`config.mk`:
```
export PLATFORM = sky130hd
export DESIGN_NAME = cz_uartio
export DESIGN_NICKNAME = d
export VERILOG_FILES = /design/src/rtl/cz_uartio.sv
export SDC_FILE = /design/constraint.sdc
export NUM_CORES = 1
export LEC_CHECK = 0
export ABC_CLOCK_PERIOD_IN_PS = 3200
export CORE_MARGIN = 1
export CORE_UTILIZATION = 60
export DETAILED_ROUTE_END_ITERATION = 8
export MAX_ROUTING_LAYER = met4
export PLACE_DENSITY = 0.76
export SLEW_MARGIN = 20
export SYNTH_ARGS = -nofsm -noshare
export SYNTH_HDL_FRONTEND = slang
export SYNTH_SLANG_ARGS = --single-unit
```
`constraint.sdc`:
```
create_clock -name CLK -period 3.2 [get_ports CLK]
set_input_delay 0.32 -clock CLK [delete_from_list [all_inputs] [get_ports CLK]]
set_output_delay 0.32 -clock CLK [all_outputs]
set_load 0.02 [all_outputs]
```
`src/rtl/cz_uartio.sv`:
```
// cz_uartio: UART peripheral on the CPU port bus.
// Four registers at BASE+0..3: TX push / RX data, STATUS (W1C OVR/FE), DIV, INTEN.
// TX FIFO feeding an 8N1 transmitter; 16x-oversampled 8N1 receiver sharing one tick.
// Optional feature: define CZ_UARTIO_RXFIFO_EN for a 2**FIFO_AW deep RX FIFO;
// otherwise the receiver stores into a single holding register.
module cz_uartio #(
  parameter logic [7:0]  BASE     = 8'h00,
  parameter int unsigned FIFO_AW  = 3,
  parameter logic [7:0]  DIV_INIT = 8'd0
) (
  input  logic       CLK,
  input  logic       xRESET_P,
  input  logic [7:0] xPORTID_P,
  input  logic [7:0] xOUTPORT_P,
  input  logic       xWSTROBE_P,
  input  logic       xWSTROBEK_P,
  input  logic       xRSTROBE_P,
  input  logic       xRXD_P,
  output logic [7:0] xINPORT_P,
  output logic       xINT_P,
  output logic       xTXD_P
);

  localparam int unsigned Depth = 2 ** FIFO_AW;
  localparam logic [FIFO_AW:0] PtrOne = 1;

  typedef enum logic [1:0] {TxIdle, TxStart, TxData, TxStop} txStateE;
  typedef enum logic [1:0] {RxIdle, RxStart, RxData, RxStop} rxStateE;

  // Port decode
  logic       sel;
  logic [1:0] regAddr;
  logic       wrEn, wrData, wrStat, wrDiv, wrInten, rdData;

  assign sel     = (xPORTID_P[7:2] == BASE[7:2]);
  assign regAddr = xPORTID_P[1:0];
  assign wrEn    = sel & (xWSTROBE_P | xWSTROBEK_P);
  assign wrData  = wrEn & (regAddr == 2'd0);
  assign wrStat  = wrEn & (regAddr == 2'd1);
  assign wrDiv   = wrEn & (regAddr == 2'd2);
  assign wrInten = wrEn & (regAddr == 2'd3);
  assign rdData  = sel & xRSTROBE_P & (regAddr == 2'd0);

  // Baud tick: one pulse every divQ+1 clocks
  logic [7:0] divQ, divCntQ;
  logic       tick;

  assign tick = (divCntQ == divQ);

  // Divisor register and tick counter; a divisor write restarts the count
  always_ff @(posedge CLK) begin
    if (xRESET_P) begin
      divQ    <= DIV_INIT;
      divCntQ <= 8'd0;
    end else if (wrDiv) begin
      divQ    <= xOUTPORT_P;
      divCntQ <= 8'd0;
    end else if (tick) begin
      divCntQ <= 8'd0;
    end else begin
      divCntQ <= divCntQ + 8'd1;
    end
  end

  // TX FIFO
  logic [7:0]       txMem [Depth];
  logic [FIFO_AW:0] txWrPtrQ, txRdPtrQ;
  logic             txEmpty, txFull, txPush, txPop;

  assign txEmpty = (txWrPtrQ == txRdPtrQ);
  assign txFull  = (txWrPtrQ[FIFO_AW] != txRdPtrQ[FIFO_AW]) &&
                   (txWrPtrQ[FIFO_AW-1:0] == txRdPtrQ[FIFO_AW-1:0]);
  assign txPush  = wrData & ~txFull;

  // TX FIFO storage
  always_ff @(posedge CLK) begin
    if (txPush) txMem[txWrPtrQ[FIFO_AW-1:0]] <= xOUTPORT_P;
  end

  // TX FIFO pointers
  always_ff @(posedge CLK) begin
    if (xRESET_P) begin
      txWrPtrQ <= '0;
      txRdPtrQ <= '0;
    end else begin
      if (txPush) txWrPtrQ <= txWrPtrQ + PtrOne;
      if (txPop)  txRdPtrQ <= txRdPtrQ + PtrOne;
    end
  end

  // TX FSM
  txStateE    txStateQ, txStateD;
  logic [3:0] txSubQ, txSubD;
  logic [2:0] txBitQ, txBitD;
  logic [7:0] txShiftQ, txShiftD;
  logic       txdQ, txdD, txBusy;

  assign txBusy = (txStateQ != TxIdle);

  // TX state register
  always_ff @(posedge CLK) begin
    if (xRESET_P) begin
      txStateQ <= TxIdle;
      txSubQ   <= 4'd0;
      txBitQ   <= 3'd0;
      txShiftQ <= 8'd0;
      txdQ     <= 1'b1;
    end else begin
      txStateQ <= txStateD;
      txSubQ   <= txSubD;
      txBitQ   <= txBitD;
      txShiftQ <= txShiftD;
      txdQ     <= txdD;
    end
  end

  // TX next state: each frame slot lasts 16 ticks; STOP chains straight into the next START
  always_comb begin
    txStateD = txStateQ;
    txSubD   = txSubQ;
    txBitD   = txBitQ;
    txShiftD = txShiftQ;
    txPop    = 1'b0;
    unique case (txStateQ)
      TxIdle: begin
        if (tick && !txEmpty) begin
          txPop    = 1'b1;
          txShiftD = txMem[txRdPtrQ[FIFO_AW-1:0]];
          txSubD   = 4'd0;
          txStateD = TxStart;
        end
      end
      TxStart: begin
        if (tick) begin
          txSubD = txSubQ + 4'd1;
          if (txSubQ == 4'd15) begin
            txBitD   = 3'd0;
            txStateD = TxData;
          end
        end
      end
      TxData: begin
        if (tick) begin
          txSubD = txSubQ + 4'd1;
          if (txSubQ == 4'd15) begin
            txShiftD = {1'b0, txShiftQ[7:1]};
            txBitD   = txBitQ + 3'd1;
            if (txBitQ == 3'd7) txStateD = TxStop;
          end
        end
      end
      TxStop: begin
        if (tick) begin
          txSubD = txSubQ + 4'd1;
          if (txSubQ == 4'd15) begin
            if (!txEmpty) begin
              txPop    = 1'b1;
              txShiftD = txMem[txRdPtrQ[FIFO_AW-1:0]];
              txStateD = TxStart;
            end else begin
              txStateD = TxIdle;
            end
          end
        end
      end
      default: txStateD = TxIdle;
    endcase
    unique case (txStateD)
      TxStart: txdD = 1'b0;
      TxData:  txdD = txShiftD[0];
      default: txdD = 1'b1;
    endcase
  end

  assign xTXD_P = txdQ;

  // RX synchroniser and FSM
  logic [1:0] rxSyncQ;
  logic       rxS;
  rxStateE    rxStateQ, rxStateD;
  logic [3:0] rxSubQ, rxSubD;
  logic [2:0] rxBitQ, rxBitD;
  logic [7:0] rxShiftQ, rxShiftD;
  logic       rxStore, feSet;

  assign rxS = rxSyncQ[1];

  // RX synchroniser and state register
  always_ff @(posedge CLK) begin
    if (xRESET_P) begin
      rxSyncQ  <= 2'b11;
      rxStateQ <= RxIdle;
      rxSubQ   <= 4'd0;
      rxBitQ   <= 3'd0;
      rxShiftQ <= 8'd0;
    end else begin
      rxSyncQ  <= {rxSyncQ[0], xRXD_P};
      rxStateQ <= rxStateD;
      rxSubQ   <= rxSubD;
      rxBitQ   <= rxBitD;
      rxShiftQ <= rxShiftD;
    end
  end

  // RX next state: sample at tick 8 of each bit; leave STOP after its sample to resync early
  always_comb begin
    rxStateD = rxStateQ;
    rxSubD   = rxSubQ;
    rxBitD   = rxBitQ;
    rxShiftD = rxShiftQ;
    rxStore  = 1'b0;
    feSet    = 1'b0;
    unique case (rxStateQ)
      RxIdle: begin
        if (!rxS) begin
          rxSubD   = 4'd0;
          rxStateD = RxStart;
        end
      end
      RxStart: begin
        if (tick) begin
          rxSubD = rxSubQ + 4'd1;
          if (rxSubQ == 4'd7 && rxS) begin
            rxStateD = RxIdle;
          end else if (rxSubQ == 4'd15) begin
            rxBitD   = 3'd0;
            rxStateD = RxData;
          end
        end
      end
      RxData: begin
        if (tick) begin
          rxSubD = rxSubQ + 4'd1;
          if (rxSubQ == 4'd7) rxShiftD = {rxS, rxShiftQ[7:1]};
          if (rxSubQ == 4'd15) begin
            rxBitD = rxBitQ + 3'd1;
            if (rxBitQ == 3'd7) rxStateD = RxStop;
          end
        end
      end
      RxStop: begin
        if (tick) begin
          rxSubD = rxSubQ + 4'd1;
          if (rxSubQ == 4'd7) begin
            rxStore  = 1'b1;
            feSet    = ~rxS;
            rxStateD = RxIdle;
          end
        end
      end
      default: rxStateD = RxIdle;
    endcase
  end

  // RX buffer; a CPU pop in the store cycle frees room first
  logic       rxAvail, rxFull, rxPop, rxPush, ovrSet;
  logic [7:0] rxHead;

  assign rxPop  = rdData & rxAvail;
  assign rxPush = rxStore & (~rxFull | rxPop);
  assign ovrSet = rxStore & rxFull & ~rxPop;

`ifdef CZ_UARTIO_RXFIFO_EN
  logic [7:0]       rxMem [Depth];
  logic [FIFO_AW:0] rxWrPtrQ, rxRdPtrQ;

  assign rxAvail = (rxWrPtrQ != rxRdPtrQ);
  assign rxFull  = (rxWrPtrQ[FIFO_AW] != rxRdPtrQ[FIFO_AW]) &&
                   (rxWrPtrQ[FIFO_AW-1:0] == rxRdPtrQ[FIFO_AW-1:0]);
  assign rxHead  = rxMem[rxRdPtrQ[FIFO_AW-1:0]];

  // RX FIFO storage
  always_ff @(posedge CLK) begin
    if (rxPush) rxMem[rxWrPtrQ[FIFO_AW-1:0]] <= rxShiftQ;
  end

  // RX FIFO pointers
  always_ff @(posedge CLK) begin
    if (xRESET_P) begin
      rxWrPtrQ <= '0;
      rxRdPtrQ <= '0;
    end else begin
      if (rxPush) rxWrPtrQ <= rxWrPtrQ + PtrOne;
      if (rxPop)  rxRdPtrQ <= rxRdPtrQ + PtrOne;
    end
  end
`else
  logic [7:0] rxHoldQ;
  logic       rxValidQ;

  assign rxAvail = rxValidQ;
  assign rxFull  = rxValidQ;
  assign rxHead  = rxHoldQ;

  // Single holding register; a store overrides a simultaneous pop's clear
  always_ff @(posedge CLK) begin
    if (xRESET_P) begin
      rxHoldQ  <= 8'd0;
      rxValidQ <= 1'b0;
    end else if (rxPush) begin
      rxHoldQ  <= rxShiftQ;
      rxValidQ <= 1'b1;
    end else if (rxPop) begin
      rxValidQ <= 1'b0;
    end
  end
`endif

  // Sticky error flags, write-1-to-clear, set has priority
  logic ovrQ, feQ;
  always_ff @(posedge CLK) begin
    if (xRESET_P) begin
      ovrQ <= 1'b0;
      feQ  <= 1'b0;
    end else begin
      if (ovrSet)                        ovrQ <= 1'b1;
      else if (wrStat && xOUTPORT_P[4])  ovrQ <= 1'b0;
      if (feSet)                         feQ  <= 1'b1;
      else if (wrStat && xOUTPORT_P[5])  feQ  <= 1'b0;
    end
  end

  // Interrupt enable, interrupt and read-data registers
  logic [1:0] intenQ;
  logic       intQ;
  logic [7:0] inportQ, inportD, status;

  assign status = {intQ, txBusy, feQ, ovrQ, rxFull, rxAvail, txFull, txEmpty};

  always_ff @(posedge CLK) begin
    if (xRESET_P) begin
      intenQ  <= 2'b00;
      intQ    <= 1'b0;
      inportQ <= 8'h00;
    end else begin
      if (wrInten) intenQ <= xOUTPORT_P[1:0];
      intQ    <= (intenQ[0] & rxAvail) | (intenQ[1] & txEmpty & ~txBusy);
      inportQ <= inportD;
    end
  end

  // Read mux; the RX head shown here is the byte a same-cycle strobe pops
  always_comb begin
    inportD = 8'h00;
    if (sel) begin
      unique case (regAddr)
        2'd0:    inportD = rxAvail ? rxHead : 8'h00;
        2'd1:    inportD = status;
        2'd2:    inportD = divQ;
        default: inportD = {6'b000000, intenQ};
      endcase
    end
  end

  assign xINPORT_P = inportQ;
  assign xINT_P    = intQ;

endmodule

```
==> reports/summary.md <==
- status: complete, no violations
- final-report setup violation count: 0
- Overall Global Routing Usage: 26.7%
- highest routing layer actually used: met4
- floorplan die height: 107 um
- clock period minus final worst setup slack: 2.56 ns
- placer congestion estimate: 0.854
- fin nets: 640
- total vias in the final route: 4543
- overall die width: 107 um
- slew at the pin closest to its max-slew limit: 0.865 ns
- timing endpoint of the critical path: xTXD_P
- internal power: 3.36 mW
- fraction of power consumed by the clock network: 39.5%
- routed wl met3: 691 um
- maximum net fanout on the critical path: 11
- Net Count, Synth: 610
- power density of the placed cells: 610 nW/um^2
- primary flip-flop cell chosen by synthesis mapping: dfxtp_1
- CTS tree: yes
- final std cells w/o fill: 753
- post-CTS setup buffer count: 0
- synthesis warning total: 0
- half-perimeter wire length after detailed placement: 9.22 mm
- number of I/O pins: 32
- clock-pin slew on the worst setup and hold paths: 0.06 ns
- router iterations before antenna repair: 4
- Min-Delay Path Class: primary input to flip-flop
- WP data required: 3.61 ns
- Logic pwr share: 14.8%
- Slew Limit Headroom: 42.3%
- mean number of vias per cell: 6.03
- GR Overflow Total: 0
- post-CTS sizing: 0
- end of the worst register-to-register path: xTXD_P
- Filler cells: 744
- Switching Fraction: 26.7%
- final-layout worst hold slack: 0.338 ns
- timing-limited maximum frequency: 0.390 GHz
- Final Hold Viols: 0
- CTS Hold Buffers Added: 0
- cell count of the worst reg-to-reg path: 6
- data arrival time of the critical path: 2.97 ns
- number of max-capacitance violations reported: 0
- number of levels in the clock H-tree: 4
- antenna viol nets, final: 0
- vias in the first global route: 4301
- sequential fraction of the synthesis area: 55.6%
- CTS Buf Count: 17
- register bit count reported by yosys: 150
- Fin Clk Skew: 0.00722 ns
- Final Cycle Share: 80.1%
- start of the worst register-to-register path: txWrPtrQ[1]
- violation count after the first detailed-route iteration: 316
- die footprint: 11300 sq um
- post-synthesis average cell area: 11.4 sq um
- setup repair after global routing missed its margin: no
- maximum number of pins on one net before global-route repair: 49
- Clk Latency, worst-skew pair: 0.54 ns
- distinct cell type count after synthesis: 60
- Slew Viols, Final: 0
- synthesized cell area: 6550 sq um
- post-detailed-routing wire length: 13.5 mm
- ratio of cells with drive above 1 in the final layout: 12.6%
- post-synthesis to final-layout area growth: 14.7%
- startpoint class of the critical path: flip-flop
- number of placement rows: 37
- setup total negative slack: 0 ns
- peak supply drop: 0.000396 V
- worst reg2reg setup slack: 0.64 ns
- average routed wire per standard cell: 17.9 um
- effective utilization at floorplan: 62.6%
- global-route wire length before repair: 22.0 mm
- routed metal-1 wire length: 5.79 mm
- number of buffers on the longest clock path: 2
- root buffer cell: clkbuf_8
- count of inserted antenna diode cells: 0
- Remaining DRCs: 0
- count of port buffers added during placement: 31
- CTS Sinks: 150
- Routed met2 length: 6.72 mm
- share of synthesized registers carrying an async set or reset: 0%
- crit path capture type: flip-flop
- gate count after technology mapping: 574
- post-placement cell count: 721
- initial antenna violation count: 0
- EDFF count, synth: 64
- critical path launch point: txWrPtrQ[1]
- Core ar.: 10500 sq um
- leak pwr: 2.59 nW
- portion of total power attributed to sequential cells: 45.6%
- type of the worst setup path: flip-flop to flip-flop
- switching power: 1.22 mW
==> layout make-up <==
cell class	count	area, sq um	area share, %
flip-flops and latches	150	3640	48.5
repair buffers	47	425	5.66
inverters	8	30.0	0.400
multi-input cells	380	2700	35.9
clock inverters	15	130	1.73
well taps	136	170	2.26
clock buffers	17	414	5.51
==> power by group through the flow <==
stage / clock network, mW / registers (mW) / logic, mW
after global routing: 1.92 / 2.10 / 0.742
after CTS: 1.84 / 2.10 / 0.679
final: 1.81 / 2.09 / 0.680
after global placement: 0 / 2.13 / 0.647
after floorplan: 0 / 2.11 / 0.521
after detailed placement: 0 / 2.14 / 0.671
==> cell families (layout without fill, tap and decap cells) <==
logic type	Yosys count	in the layout	synth area share, %
xor+xnor	25	25	3.34
mux	53	53	11.2
simple gates	206	206	15.5
flops	150	150	55.6
fa+ha+maj	14	14	2.67
buf+inv	44	87	3.17
compound gates	82	82	8.52
==> flip-flops by register name, summed over array words and instances (netlist names), 2 cells and up, named ones only <==
signal / flops
divCntQ: 8
rxSyncQ: 2
rxBitQ: 3
txSubQ: 4
txMem: 64
rxHead: 8
txRdPtrQ: 4
rxShiftQ: 8
intenQ: 2
txStateQ: 2
rxSubQ: 4
txBitQ: 3
xINPORT_P: 8
divQ: 8
txWrPtrQ: 4
txShiftQ: 8
==> cell usage after synthesis (6+ instances only) <==
cell	count	area, sq um
mux4_2	16	360
dfxtp_1	86	1720
xor2_1	17	149
xnor2_1	8	70.1
o21ai_0	13	65.1
ha_1	14	175
nand3_1	25	125
nand2_1	39	146
nor2_1	78	293
nand4_1	6	37.5
buf_2	7	35.0
edfxtp_1	64	1920
clkbuf_1	21	78.8
and3_1	6	37.5
nor3_1	10	50.1
inv_1	7	26.3
mux2i_1	37	370
a21oi_1	24	120
==> worst min path at each step <==
stage / from / end / depth (start not counted)
final: xRXD_P / rxSyncQ[0] / 2
after global routing: xRXD_P / rxSyncQ[0] / 2
after CTS: xRXD_P / rxSyncQ[0] / 2
after detailed placement: rxSyncQ[0] / rxSyncQ[1] / 1
after global placement: rxSyncQ[0] / rxSyncQ[1] / 1
after floorplan: rxSyncQ[0] / rxSyncQ[1] / 1
==> critical path: stages (launching register included) <==
cell	delay, ns
dfxtp_1	0.48
xor2_1	0.17
or4_1	0.69
nand2_1	0.35
o21ai_0	0.21
a221oi_2	0.40
a31oi_1	0.14
==> routing by layer <==
layer | vias to the layer above | global-route usage (%)
li1 | 2167 | -
met1 | 2222 | 34.4
met2 | 134 | 41.5
met3 | 20 | 5.70
met4 | 0 | 10.5
met5 | - | -
==> placed cells by master, fill, tap and decap left out, types with 6 or more instances in the layout <==
master	synthesis	layout
xor2_1	17	17
ha_1	14	14
nor2_1	78	78
dfxtp_1	86	86
clkbuf_16	0	16
nand3_1	25	25
inv_1	7	7
nand2_1	39	39
a21oi_1	24	24
nor3_1	10	10
edfxtp_1	64	64
mux4_2	16	16
xnor2_1	8	8
and3_1	6	6
o21ai_0	13	13
buf_4	5	16
nand4_1	6	6
clkdlybuf4s50_1	0	30
mux2i_1	37	37
==> per-stage QoR <==
stage          util (%)  instance area [sq um]  power [mW]  setup WS (ns)
2_1_floorplan         -                   6550        2.63          0.536
3_3_place_gp       66.6                   6970        2.78          0.436
3_5_place_dp       66.6                   6970        2.81          0.400
4_1_cts            71.8                   7510        4.61          0.660
5_1_grt            71.8                   7510        4.76          0.500
6_report           71.8                   7510        4.59          0.636
No activity file was read; power rests on OpenSTA's default activity.
